--- src/rtl/alu_arbiter.sv ---
// Two-requester round-robin front end for a single shared combinational ALU.
// One operation in flight: grant in IDLE, sample the ALU in EXEC, hold the response in RESP.
module alu_arbiter #(
    parameter int N = 16
) (
    input  logic         clk,
    input  logic         rst_n,
    input  logic [1:0]   req_valid,
    output logic [1:0]   req_ready,
    input  logic [N-1:0] req0_a,
    input  logic [N-1:0] req0_b,
    input  logic [2:0]   req0_op,
    input  logic [N-1:0] req1_a,
    input  logic [N-1:0] req1_b,
    input  logic [2:0]   req1_op,
    output logic [N-1:0] alu_i1,
    output logic [N-1:0] alu_i2,
    output logic [2:0]   alu_op,
    input  logic [N-1:0] alu_result,
    input  logic         alu_zero,
    output logic         rsp_valid,
    input  logic         rsp_ready,
    output logic         rsp_id,
    output logic [N-1:0] rsp_result,
    output logic         rsp_zero
);

    typedef enum logic [1:0] {IDLE, EXEC, RESP} state_t;

    state_t       state_q, state_d;
    logic [N-1:0] a_q, a_d, b_q, b_d, res_q, res_d;
    logic [2:0]   op_q, op_d;
    logic         id_q, id_d, last_q, last_d, zero_q, zero_d;
    logic         gnt_id;

    always_ff @(posedge clk or negedge rst_n) begin
        if (!rst_n) begin
            state_q <= IDLE;
            a_q     <= '0;
            b_q     <= '0;
            op_q    <= 3'b000;
            id_q    <= 1'b0;
            last_q  <= 1'b1;
            res_q   <= '0;
            zero_q  <= 1'b0;
        end else begin
            state_q <= state_d;
            a_q     <= a_d;
            b_q     <= b_d;
            op_q    <= op_d;
            id_q    <= id_d;
            last_q  <= last_d;
            res_q   <= res_d;
            zero_q  <= zero_d;
        end
    end

    always_comb begin
        state_d   = state_q;
        a_d       = a_q;
        b_d       = b_q;
        op_d      = op_q;
        id_d      = id_q;
        last_d    = last_q;
        res_d     = res_q;
        zero_d    = zero_q;
        gnt_id    = 1'b0;
        req_ready = 2'b00;
        rsp_valid = 1'b0;
        case (state_q)
            IDLE: begin
                // req_ready is combinational, so it must also be held low while reset is asserted
                if (rst_n && (req_valid != 2'b00)) begin
                    // On a tie the requester not granted last wins
                    gnt_id    = (req_valid == 2'b10) || ((req_valid == 2'b11) && !last_q);
                    req_ready = gnt_id ? 2'b10 : 2'b01;
                    a_d       = gnt_id ? req1_a  : req0_a;
                    b_d       = gnt_id ? req1_b  : req0_b;
                    op_d      = gnt_id ? req1_op : req0_op;
                    id_d      = gnt_id;
                    last_d    = gnt_id;
                    state_d   = EXEC;
                end
            end
            EXEC: begin
                res_d   = alu_result;
                zero_d  = alu_zero;
                state_d = RESP;
            end
            RESP: begin
                rsp_valid = 1'b1;
                if (rsp_ready) state_d = IDLE;
            end
            default: state_d = IDLE;
        endcase
    end

    assign alu_i1     = a_q;
    assign alu_i2     = b_q;
    assign alu_op     = op_q;
    assign rsp_id     = id_q;
    assign rsp_result = res_q;
    assign rsp_zero   = zero_q;

endmodule

--- config.mk ---
export PLATFORM = sky130hd
export DESIGN_NAME = alu_arbiter
export DESIGN_NICKNAME = d
export VERILOG_FILES = /design/src/rtl/alu_arbiter.sv
export SDC_FILE = /design/constraint.sdc
export NUM_CORES = 1
export LEC_CHECK = 0
export ABC_AREA = 1
export CAP_MARGIN = 20
export CORE_ASPECT_RATIO = 1.75
export CORE_MARGIN = 5
export CORE_UTILIZATION = 39
export CTS_BUF_LIST = sky130_fd_sc_hd__clkbuf_16
export DETAILED_ROUTE_END_ITERATION = 8
export PLACE_DENSITY = 0.81
export REMOVE_ABC_BUFFERS = 1
export SYNTH_ARGS = -nofsm -noshare
export SYNTH_HDL_FRONTEND = slang
export SYNTH_SLANG_ARGS = --single-unit
export TNS_END_PERCENT = 1
--- constraint.sdc ---
create_clock -name clk -period 1.6 [get_ports clk]
set_input_delay 0.16 -clock clk [delete_from_list [all_inputs] [get_ports clk]]
set_output_delay 0.16 -clock clk [all_outputs]
set_load 0.05 [all_outputs]
==> impl_metrics.yaml <==
outcome:
  status: "completed"
synth:
  synth_cells: 361
  syn_area_um2: 2700
  yosysUniqueCellTypes: 15
  synth-seq-cells: 56
  synth_top_flop_cell: "dfrtp_1"
  ys.warnings.count: 0
  synth_edf_count: 0
  syn_area_per_cell_um2: 7.48
  synthArstFlopShare_pct: 100
  synth_seq_area_share_pct: 52.0
cells_and_area:
  final_common_cell: "nand2_1"
  seqCellArea_um2: 1400
  fillerInstances: 610
  finalNetCount: 600
  mostFrequentLayoutCells: "219 x nand2_1, 89 x clkdlybuf4s50_1, 66 x buf_4"
  fin_cells: 593
  diodes: 0
  drive_gt1_share_pct: 16.9
  syn2layout_area_growth_pct: 59.0
  fin_area_um2: 4290
  multi_input_area_um2: 1150
setup_path:
  cp.arrival_ns: 1.37
  crit_chain: "nand2_2 > nand2_4 > inv_1 > nor2_2 > buf_12"
  path_max_fanout: 3
  cp-start-kind: "flip-flop"
  cpPeakStageDelay_ns: 0.55
  crit_path_top_delay_cell: "dfstp_2"
  end_kind: "output port"
  worst-path-buf-inv: 2
  crit_family: "flip-flops"
  crit_required_ns: 1.44
  critPathKind: "flip-flop to output port"
grt:
  grt_max_degree: 57
  grtUsageTotal_pct: 18.1
  grt_first_pass_wirelength_um: 12700
  antenna_found_initial: 0
  grt_overflow: 0
  first_global_vias: 2712
drt:
  drt_iter0_drc: 128
  final_antenna_net_count: 0
  routed_via_density: 4.69
  drt_first_pass_iters: 4
  drt_wl_total_um: 8100
  via_count: 2780
  drc: 0
  avgRoutedWirePerCell_um: 13.7
die:
  num_io_pins: 148
  start_util_pct: 39.7
  rows: 40
  coreArea_um2: 6810
  die_h_um: 120
  fp.dieW_um: 72.9
  die-area_um2: 8750
place:
  place_area_um2: 4130
  dp_slack_ns: -0.0198
  dp_cells: 583
  io_buffers: 147
  gp_congestion: 0.790
  hpwlAfterDp_um: 6400
sta:
  fin_skew_ns: 0.00288
  slew-limit-headroom_pct: 54.9
  hold_viol: 0
  fin_crit_ns: 1.53
  fmax_mhz: 653
  period_share_pct: 95.7
  setup_viol: 0
  finalMaxSlewViolations: 0
  fin_setup_tns_ns: 0
  worst_pin_slew_ns: 0.676
  whs_ns: 0.0711
  timing.final.ws_setup_ns: 0.0685
flow_run:
  maxCapViolations: 0
power_and_ir_drop:
  combPwrFrac_pct: 58.2
  p_sw_uw: 4080
  peakVddDrop_mv: 1.14
  pwr-share-clk_pct: 12.3
  powerDensity_nw_per_um2: 1890
  intPower_uw: 4050
  p_leak_uw: 0.00232
  pwr-share-seq_pct: 29.5
  p_sw_share_pct: 50.2
cts:
  cts_sinks: 56
  root_buffer: "clkbuf_16"
  ctsHoldBuffers: 0
  tritoncts: "built"
  htreeDepth: 2
  cts_made_buffers: 5
  clk_pin_slew_ns: 0.06
  clk_latency_ns: 0.28
  clockBufferDepth: 2
min_path:
  hold_class: "input pin to async pin"
[timing repair]
action                     CTS  global route
resized for setup            1             3
setup endpoints to repair    2             2
setup buffers                1             1
hold endpoints to repair     0             0
[cell type report]
type                            instances  area share (%)
Clock inverter                          3           0.292
Tap cell                               84            2.45
Timing Repair Buffer                  161            34.6
Sequential cell                        56            32.7
Clock buffer                            5            2.92
Multi-Input combinational cell        280            26.7
Inverter                                4           0.350
[Yosys cell counts (2+ instances only)]
library cell | number | area, um^2
buf_2 | 7 | 35.0
buf_4 | 6 | 45.0
buf_6 | 4 | 45.0
clkbuf_1 | 3 | 11.3
dfrtp_1 | 55 | 1380
inv_1 | 3 | 11.3
nand2_1 | 219 | 822
nand3_1 | 52 | 260
nor2_1 | 5 | 18.8
nor2_4 | 2 | 22.5
[registers in the layout, indices dropped and copies added (netlist names)]
register    count
rsp_id          1
rsp_zero        1
rsp_result     16
alu_op          3
last_q          1
alu_i1         16
alu_i2         16
state_q         2
[routing by layer]
layer	GRT usage [%]	vias up	share of wire, %
met4	4.50	0	1.5
met1	20.5	1249	37
met2	33.9	112	54
met5	0	-	0
li1	-	1408	-
met3	3.27	11	7.5
[power by group through the flow]
stage	Combinational, uW	Clock (uW)	Sequential (uW)
floorplan	876	0	4510
global placement	4700	0	2390
detailed placement	4760	0	2410
CTS	4770	1030	2400
global route	5010	1090	2480
finish	4730	1000	2400
[final timing paths]
check | slack (ns) | from | cells past startpoint | end
hold reg to reg | 0.48 | rsp_zero$_DFFE_PN0N_ | 2 | rsp_zero$_DFFE_PN0N_
min in group clk | 0.33 | rst_n | 5 | last_q$_DFFE_PN1P_
hold / removal | 0.07 | rst_n | 2 | rsp_result[2]$_DFFE_PN0N_
setup reg to reg | 0.20 | state_q[1]$_DFFE_PN0P_ | 5 | rsp_result[4]$_DFFE_PN0N_
setup / recovery | 0.07 | last_q$_DFFE_PN1P_ | 5 | req_ready[0]
max in group asynchronous | 1.08 | rst_n | 2 | rsp_id$_DFFE_PN0P_
[logic make-up (layout without fill, tap and decap cells)]
| logic type | Yosys count | count (layout) | synth area share [%] |
|---|---|---|---|
| buf+inv | 25 | 173 | 5.75 |
| flops | 56 | 56 | 52.0 |
| simple gates | 280 | 280 | 42.3 |
[through the flow]
| stage | power [uW] | utilization (%) |
|---|---|---|
| floorplan | 5390 | - |
| global placement | 7080 | 60.7 |
| detailed placement | 7170 | 60.7 |
| CTS | 8200 | 62.8 |
| global route | 8580 | 63.0 |
| finish | 8130 | 63.0 |
No activity file was read; power rests on OpenSTA's default activity.
